## config.mk

```make
export PLATFORM = sky130hd
export DESIGN_NAME = multicycle_control
export DESIGN_NICKNAME = d
export VERILOG_FILES = /design/src/rtl/multicycle_control_pkg.sv /design/src/rtl/mc_output_decode.sv /design/src/rtl/multicycle_control.sv
export SDC_FILE = /design/constraint.sdc
export NUM_CORES = 1
export LEC_CHECK = 0
export BUFFER_PORTS_ARGS = -buffer_cell sky130_fd_sc_hd__buf_2
export CORE_MARGIN = 8
export CORE_UTILIZATION = 31
export DETAILED_ROUTE_END_ITERATION = 6
export SKIP_LAST_GASP = 1
export SLEW_MARGIN = 20
export SYNTH_ARGS = -nofsm -noshare
export SYNTH_HDL_FRONTEND = slang
export SYNTH_SLANG_ARGS = --single-unit
```

## constraint.sdc

```tcl
create_clock -name clk -period 6.75 [get_ports clk]
set_clock_uncertainty 0.15 [all_clocks]
set_input_delay 1.35 -clock clk [delete_from_list [all_inputs] [get_ports clk]]
set_output_delay 1.35 -clock clk [all_outputs]
set_load 0.01 [all_outputs]
```

## src/rtl/multicycle_control_pkg.sv

```systemverilog
// Shared encodings for the multicycle MIPS-style control unit: states, opcodes,
// ALU class codes and datapath select codes.
package multicycle_control_pkg;

  typedef enum logic [3:0] {
    ST_FETCH     = 4'd0,
    ST_DECODE    = 4'd1,
    ST_MEM_ADDR  = 4'd2,
    ST_MEM_READ  = 4'd3,
    ST_MEM_WB    = 4'd4,
    ST_MEM_WRITE = 4'd5,
    ST_EXEC_R    = 4'd6,
    ST_R_WB      = 4'd7,
    ST_EXEC_I    = 4'd8,
    ST_I_WB      = 4'd9,
    ST_BRANCH    = 4'd10,
    ST_JUMP      = 4'd11,
    ST_JR        = 4'd12,
    ST_TRAP      = 4'd15
  } state_t;

  localparam logic [5:0] OP_RTYPE = 6'b000000;
  localparam logic [5:0] OP_J     = 6'b000010;
  localparam logic [5:0] OP_JAL   = 6'b000011;
  localparam logic [5:0] OP_BEQ   = 6'b000100;
  localparam logic [5:0] OP_BNE   = 6'b000101;
  localparam logic [5:0] OP_ADDI  = 6'b001000;
  localparam logic [5:0] OP_ANDI  = 6'b001100;
  localparam logic [5:0] OP_ORI   = 6'b001101;
  localparam logic [5:0] OP_LUI   = 6'b001111;
  localparam logic [5:0] OP_LW    = 6'b100011;
  localparam logic [5:0] OP_SW    = 6'b101011;
  localparam logic [5:0] FN_JR    = 6'b001000;

  localparam logic [3:0] ALU_ANDI = 4'b0001;
  localparam logic [3:0] ALU_LW   = 4'b0010;
  localparam logic [3:0] ALU_SW   = 4'b0011;
  localparam logic [3:0] ALU_ADD  = 4'b0100;
  localparam logic [3:0] ALU_ORI  = 4'b0101;
  localparam logic [3:0] ALU_LUI  = 4'b0110;
  localparam logic [3:0] ALU_R    = 4'b0111;
  localparam logic [3:0] ALU_BEQ  = 4'b1000;
  localparam logic [3:0] ALU_BNE  = 4'b1001;

  localparam logic [1:0] PC_ALU    = 2'b00;
  localparam logic [1:0] PC_ALUOUT = 2'b01;
  localparam logic [1:0] PC_JUMP   = 2'b10;
  localparam logic [1:0] PC_RS     = 2'b11;

  localparam logic [1:0] SRCB_B      = 2'b00;
  localparam logic [1:0] SRCB_FOUR   = 2'b01;
  localparam logic [1:0] SRCB_IMM    = 2'b10;
  localparam logic [1:0] SRCB_IMM_SH = 2'b11;

  localparam logic [1:0] DST_RT = 2'b00;
  localparam logic [1:0] DST_RD = 2'b01;
  localparam logic [1:0] DST_RA = 2'b10;

  localparam logic [1:0] WB_ALUOUT = 2'b00;
  localparam logic [1:0] WB_MDR    = 2'b01;
  localparam logic [1:0] WB_PC     = 2'b10;

  // Instruction dispatch taken at the end of DECODE.
  function automatic state_t dispatchState(input logic [5:0] opcode, input logic [5:0] funct);
    case (opcode)
      OP_RTYPE:                        return (funct == FN_JR) ? ST_JR : ST_EXEC_R;
      OP_LW, OP_SW:                    return ST_MEM_ADDR;
      OP_ADDI, OP_ANDI, OP_ORI, OP_LUI: return ST_EXEC_I;
      OP_BEQ, OP_BNE:                  return ST_BRANCH;
      OP_J, OP_JAL:                    return ST_JUMP;
      default:                         return ST_TRAP;
    endcase
  endfunction

endpackage

```

## src/rtl/mc_output_decode.sv

```systemverilog
// Combinational control-word decoder: state plus opcode, zero and mem_ready
// select the datapath strobes for the current cycle.
module mc_output_decode
  import multicycle_control_pkg::*;
(
  input  state_t      i_state,
  input  logic [5:0]  i_opcode,
  input  logic        i_zero,
  input  logic        i_memReady,
  output logic [3:0]  o_aluOp,
  output logic        o_pcWrite,
  output logic        o_irWrite,
  output logic        o_memRead,
  output logic        o_memWrite,
  output logic        o_regWrite,
  output logic        o_iOrD,
  output logic        o_aluSrcA,
  output logic [1:0]  o_pcSrc,
  output logic [1:0]  o_aluSrcB,
  output logic [1:0]  o_regDst,
  output logic [1:0]  o_memToReg
);

  always_comb begin
    o_aluOp    = ALU_ADD;
    o_pcWrite  = 1'b0;
    o_irWrite  = 1'b0;
    o_memRead  = 1'b0;
    o_memWrite = 1'b0;
    o_regWrite = 1'b0;
    o_iOrD     = 1'b0;
    o_aluSrcA  = 1'b0;
    o_pcSrc    = PC_ALU;
    o_aluSrcB  = SRCB_B;
    o_regDst   = DST_RT;
    o_memToReg = WB_ALUOUT;
    case (i_state)
      ST_FETCH: begin
        o_memRead = 1'b1;
        o_aluSrcB = SRCB_FOUR;
        o_irWrite = i_memReady;
        o_pcWrite = i_memReady;
      end
      ST_DECODE: o_aluSrcB = SRCB_IMM_SH;
      ST_MEM_ADDR: begin
        o_aluSrcA = 1'b1;
        o_aluSrcB = SRCB_IMM;
        o_aluOp   = (i_opcode == OP_LW) ? ALU_LW : ALU_SW;
      end
      ST_MEM_READ: begin
        o_iOrD    = 1'b1;
        o_memRead = 1'b1;
      end
      ST_MEM_WB: begin
        o_regWrite = 1'b1;
        o_regDst   = DST_RT;
        o_memToReg = WB_MDR;
      end
      ST_MEM_WRITE: begin
        o_iOrD     = 1'b1;
        o_memWrite = 1'b1;
      end
      ST_EXEC_R: begin
        o_aluSrcA = 1'b1;
        o_aluOp   = ALU_R;
      end
      ST_R_WB: begin
        o_regWrite = 1'b1;
        o_regDst   = DST_RD;
      end
      ST_EXEC_I: begin
        o_aluSrcA = 1'b1;
        o_aluSrcB = SRCB_IMM;
        case (i_opcode)
          OP_ANDI: o_aluOp = ALU_ANDI;
          OP_ORI:  o_aluOp = ALU_ORI;
          OP_LUI:  o_aluOp = ALU_LUI;
          default: o_aluOp = ALU_ADD;
        endcase
      end
      ST_I_WB: begin
        o_regWrite = 1'b1;
        o_regDst   = DST_RT;
      end
      ST_BRANCH: begin
        o_aluSrcA = 1'b1;
        o_pcSrc   = PC_ALUOUT;
        if (i_opcode == OP_BNE) begin
          o_aluOp   = ALU_BNE;
          o_pcWrite = ~i_zero;
        end else begin
          o_aluOp   = ALU_BEQ;
          o_pcWrite = i_zero;
        end
      end
      // JAL links the return address into $31 while the PC takes the jump target.
      ST_JUMP: begin
        o_pcWrite = 1'b1;
        o_pcSrc   = PC_JUMP;
        if (i_opcode == OP_JAL) begin
          o_regWrite = 1'b1;
          o_regDst   = DST_RA;
          o_memToReg = WB_PC;
        end
      end
      ST_JR: begin
        o_pcWrite = 1'b1;
        o_pcSrc   = PC_RS;
      end
      default: ;
    endcase
  end

endmodule

```

## src/rtl/multicycle_control.sv

```systemverilog
// Multicycle control FSM: state register, next-state logic, sticky illegal flag
// and retired-instruction counter; the control word comes from mc_output_decode.
module multicycle_control
  import multicycle_control_pkg::*;
(
  input  logic        clk,
  input  logic        reset,
  input  logic [5:0]  opcode,
  input  logic [5:0]  funct,
  input  logic        zero,
  input  logic        mem_ready,
  output logic [3:0]  ALUOp,
  output logic        pc_write,
  output logic        ir_write,
  output logic        mem_read,
  output logic        mem_write,
  output logic        reg_write,
  output logic        i_or_d,
  output logic        alu_src_a,
  output logic [1:0]  pc_src,
  output logic [1:0]  alu_src_b,
  output logic [1:0]  reg_dst,
  output logic [1:0]  mem_to_reg,
  output logic [3:0]  state_o,
  output logic        illegal,
  output logic [15:0] retired
);

  state_t      r_state;
  state_t      w_stateNext;
  logic        w_retire;
  logic        r_illegal;
  logic [15:0] r_retired;

  always_ff @(posedge clk or negedge reset) begin
    if (!reset) r_state <= ST_FETCH;
    else        r_state <= w_stateNext;
  end

  always_comb begin
    w_stateNext = r_state;
    case (r_state)
      ST_FETCH:     if (mem_ready) w_stateNext = ST_DECODE;
      ST_DECODE:    w_stateNext = dispatchState(opcode, funct);
      ST_MEM_ADDR:  w_stateNext = (opcode == OP_LW) ? ST_MEM_READ : ST_MEM_WRITE;
      ST_MEM_READ:  if (mem_ready) w_stateNext = ST_MEM_WB;
      ST_MEM_WRITE: if (mem_ready) w_stateNext = ST_FETCH;
      ST_EXEC_R:    w_stateNext = ST_R_WB;
      ST_EXEC_I:    w_stateNext = ST_I_WB;
      ST_MEM_WB, ST_R_WB, ST_I_WB, ST_BRANCH, ST_JUMP, ST_JR:
                    w_stateNext = ST_FETCH;
      ST_TRAP:      w_stateNext = ST_TRAP;
      default:      w_stateNext = ST_FETCH;
    endcase
  end

  // Every return to FETCH from a later state marks a completed instruction.
  assign w_retire = (r_state != ST_FETCH) && (w_stateNext == ST_FETCH);

  always_ff @(posedge clk or negedge reset) begin
    if (!reset) begin
      r_retired <= 16'd0;
      r_illegal <= 1'b0;
    end else begin
      r_retired <= r_retired + {15'd0, w_retire};
      r_illegal <= r_illegal | (w_stateNext == ST_TRAP);
    end
  end

  mc_output_decode u_decode (
    .i_state    (r_state),
    .i_opcode   (opcode),
    .i_zero     (zero),
    .i_memReady (mem_ready),
    .o_aluOp    (ALUOp),
    .o_pcWrite  (pc_write),
    .o_irWrite  (ir_write),
    .o_memRead  (mem_read),
    .o_memWrite (mem_write),
    .o_regWrite (reg_write),
    .o_iOrD     (i_or_d),
    .o_aluSrcA  (alu_src_a),
    .o_pcSrc    (pc_src),
    .o_aluSrcB  (alu_src_b),
    .o_regDst   (reg_dst),
    .o_memToReg (mem_to_reg)
  );

  assign state_o = r_state;
  assign illegal = r_illegal;
  assign retired = r_retired;

endmodule
```

Yosys cells after proc, flatten, opt, wreduce, memory -nomap -nowiden --
Index checks and enable logic that the tools add are counted.
Storage, ports and cells: flip-flop bits (word level) 21, input bits 16, output and inout bits 40, logic and storage cells 71
Operators by class: add/subtract/negate cells 1, eq/ne operators 25, muxes and demuxes 25, bitwise gates (word level) 2, reduce and logical (&&, ||, !) cells 15
Operators with widths (number):
- $pmux W4 S8 | 1
- $eq A6 B4 Y1 const B | 5
- $eq A4 B4 Y1 const B | 7
- $pmux W4 S5 | 1
- $add A16 B1 Y16 | 1
- $eq A4 B3 Y1 const B | 4
- $mux W4 | 4
- $pmux W4 S4 | 1
- $reduce_or A2 Y1 | 7
- $eq A6 B2 Y1 const B | 2
- $eq A6 B3 Y1 const B | 2
- $eq A6 B6 Y1 const B | 2
- $pmux W2 S3 | 2
- $mux W1 | 9
- $pmux W3 S3 | 1
- $eq A4 B2 Y1 const B | 2
- $logic_not A4 Y1 | 2
- $pmux W2 S2 | 2
- $reduce_or A4 Y1 | 2
- $logic_not A6 Y1 | 1
- $eq A4 B1 Y1 const B | 1
- $reduce_bool A4 Y1 | 1
- $mux W3 | 1
- $pmux W1 S3 | 1
- 6 further kinds | 6

Logic depth before layout (Yosys ltp) --
depth in word-level cells 7, depth in mapped cells 14, mapped depth without buffers 13

By module --
Synthesis repeated with hierarchy kept, for this count alone.
Second synthesis, totals: cells, all modules 183, area, all modules 1562.7 um2
By module, submodules not included:
- multicycle_control | instances 1, cells each 130, area an instance 1209.9 um2
- mc_output_decode | instances 1, cells each 53, area an instance 352.8 um2

Worst setup path before layout --
No wires, ideal clock.
path kind input -> register, from in opcode[3], to reg r_retired[14] (netlist: retired[14]), arrival time 3923 ps, data required time 6521 ps, setup slack 2598 ps, stages 14, cell sequence buf_6 or2_4 nor4_4 o31ai_1 a211o_1 or4_1 nor2_1 ha_1 ha_1 nand3_1 nor2_1 nand4_1 nor2_1 xor2_1
Between the ends: word-level cells in the longest chain between the ends 7
Ends and longest elaborated chain:
- from (decl) | line multicycle_control.sv:8 | input logic [5:0] opcode,
- $eq A6 B4 Y1, or another cell as far along | line multicycle_control_pkg.sv:65 | case (opcode)
- $reduce_or A4 Y1 / $reduce_or A2 Y1 (equally long branches) | line multicycle_control_pkg.sv:65
- $pmux W4 S5 | line multicycle_control_pkg.sv:65
- $pmux W4 S8 * | line multicycle_control.sv:42 | case (r_state)
- named net w_stateNext[2] | line multicycle_control.sv:30 | state_t w_stateNext;
- $logic_not A4 Y1 * | line multicycle_control.sv:58 | assign w_retire = (r_state != ST_FETCH) && (w_stateNext == ST_FETCH);
- $logic_and A1 B1 Y1 * | line multicycle_control.sv:58
- $add A16 B1 Y16 * | line multicycle_control.sv:65 | r_retired <= r_retired + {15'd0, w_retire};
- to (signal assigned) | line multicycle_control.sv:65
- to (decl) | line multicycle_control.sv:33 | logic [15:0] r_retired;
Mark *: on every way through the listed nets, which the timed path passes. The rest lies on a longest branch.

Worst setup path after layout --
from in opcode[1], to reg r_retired[14] (netlist: retired[14])
Same word-level chain as after synthesis.

==> reports/results.tsv <==
metric	value	unit
cts hold-fix bufs	0	
WL/cell	13.5	um
Nets	244	
post-synthesis cell count	180	
hold violation count in the final report	0	
post-route ant nets	0	
fin. max-slew vios	0	
library cells used by synthesis	48	
Post-Syn Nets	198	
number of port buffers	55	
total grt overflow	0	
setup_tns	0	ns
fmax	238	MHz
initial DRC count	79	
Inserted Clock Buffers	3	
final cycle utilization of the critical path	62.3	%
R2R Path End	retired[14]	
Post-CTS Setup Bufs	0	
Resized cells post-CTS	0	
count of final setup violators	0	
Worst Max-Slew Pin Slew	0.667	ns
Core Region	4720	um2
Total Wirelength	3.95	mm
vias in the first global route	1463	
Total Routing Usage GR	10.9	%
Area Overhead vs Synth	21.8	%
Crit. End Element	flop	
I/O pins	56	
startpoint types	primary input	
DP Wirelength	3.08	mm
Die Y	85.9	um
power density cells	335	nW/um2
Longest Clk Path Bufs	2	
critical path class	primary input to flop	
R2R Setup Slk	3.02	ns
Vias/cell	5.03	
number of diodes	0	
CTS Root Cell	clkbuf_8	
Leak	0.896	nW
Die W	85.9	um
Critical Path AT	4.24	ns
register area share after synthesis	34.7	%
vias after detailed routing	1469	
Post-DP Area	1800	um2
CP max stage delay	0.47	ns
final instance area	1840	um2
H-Tree Depth	1	
clock slew at reported path FFs	0.08	ns
cell family with most CP delay	simple AND/OR/NAND/NOR gates	
clk_lat worst skew	0.26	ns
RePlAce Congestion	0.822	
most area-consuming cells after synthesis	dfrtp_1 (35%), nor2_1 (6.5%), xnor2_1 (6.4%)	
Post-synth EDFFs	0	
CTS Sinks	21	
Hold Crit Start	retired[15]	
Required @ worst endpoint	6.78	ns
fraction of layout cells with a size suffix above 1	29.3	%
hold path depth	1	
die area	7370	um2
most common cell after layout, fill and taps aside	buf_2	
leading area contributor after synthesis	dfrtp_1	
Slowest cell on crit path	or4_1	
Mapped Area	1510	um2
Max-Cap Viols	0	
Bufs and invs on worst path	1	
Syn. warnings	0	
worst reg-to-reg path cell count	13	
outcome	finished, final reports clean	
first-pass GRT wire length	6.76	mm
FF-to-FF Start	state_o[0]	
filler cell count	496	
most frequent cells in the layout	buf_2 (55), nor2_1 (26), dfrtp_1 (21)	
Hold Slack	0.321	ns
RSZ-0062 raised after global routing	no	
critical path, cell by cell	buf_2 > nand2_1 > nor4_4 > o31ai_1 > a211o_1 > or4_1 > nor2_1 > ha_1 > ha_1 > nand3_1 > nor2_1 > nand4_1 > nor2_1 > xor2_1	
final core utilization	39.0	%
Crit Path Max Fanout	15	
max_slew headroom	55.5	%
DR DRC count	0	
top_reg_cell synth	dfrtp_1	
synthesized area per cell	8.40	um2
share of the synthesized area in the top cell type	34.7	%
largest net degree at the start of global routing	22	
Tmin final	4.20	ns
Max VDD drop	0.107	mV
Yosys reg bits	21	
asr flop ratio synth	100	%
hold crit path type	flop to flop	
Crit path top cell by count	nor2_1	
Starting Density	32.0	%
CTS tree	yes	
initial antenna violation count	0	
Hold Path Sink	retired[15]	
Tot Pwr	0.617	mW
row cnt	25	
drt first pass iters	7	
## registers in the layout, summed over array words and instances (netlist names)
name	cells
illegal	1
retired	16
state_o	4
## per-layer routing
layer  global-route usage, %  vias up  routed length [um]  part of all wire [%]
li1                        -      739                   -                     -
met1                    14.1      683                1830                    46
met2                    17.6       45                1850                    47
met3                    2.67        2                 240                   6.1
met4                    3.03        0                  34                  0.86
met5                       0        -                   0                     0
## cell families after synthesis
group,share of synthesized area [%]
AOI/OAI and AO/OA,14.6
muxes,1.49
adders and majority gates,1.65
xor gates and xnor gates,9.84
buffers and inverters,6.20
and+or+nand+nor,31.5
DFF,34.7
## worst reg2reg max path, stage by stage (launching register included)
cell and delay [ns]:
dfrtp_1 0.71, nand2b_2 0.31, nor2_1 0.11, a211o_1 0.33, a211o_1 0.25, or4_1 0.50
nor2_1 0.10, ha_1 0.19, ha_1 0.19, nand3_1 0.14, nor2_1 0.16, nand4_1 0.19
nor2_1 0.16, xor2_1 0.15
## cells in the mapped netlist, drive strengths merged, types with 3 or more instances
master	instances
a211o	4
a21oi	3
and3	3
buf	13
dfrtp	21
inv	5
nand2	10
nand2b	6
nand3	7
nand4	7
nor2	26
nor3	7
nor4	7
o21ai	7
o31ai	3
xnor2	11
xor2	6
## worst max-delay path by stage
stage	cells after the start	slack, ns	start	end
global placement	14	2.28	opcode[1]	retired[12]
global route	14	2.23	opcode[1]	retired[14]
detailed placement	14	2.24	opcode[1]	retired[14]
floorplan	14	2.60	opcode[3]	retired[14]
finish	14	2.55	opcode[1]	retired[14]
CTS	14	2.52	opcode[1]	retired[14]
## report_power, final
group          internal [mW]  switching [mW]  leakage, nW  total (mW)
logic                  0.141           0.167        0.596       0.309
registers              0.154          0.0743        0.275       0.228
clock network         0.0410          0.0386       0.0255      0.0796
total                  0.336           0.280        0.896       0.617
## per-stage QoR
step / std cells / setup WS, ns
detailed placement: 288 / 2.24
global route: 292 / 2.23
global placement: 288 / 2.28
CTS: 292 / 2.52
floorplan: 180 / 2.60
finish: 292 / 2.55
## cell type report
type                            instances  area [um2]  share of cell area [%]
Timing Repair Buffer                   55         275                    14.9
Clock inverter                          1        5.00                   0.272
Clock buffer                            3        41.3                    2.24
Sequential cell                        21         526                    28.5
Tap cell                               67        83.8                    4.55
Multi-Input combinational cell        140         893                    48.5
Inverter                                5        18.8                    1.02
(Power assumes the default switching activity.)
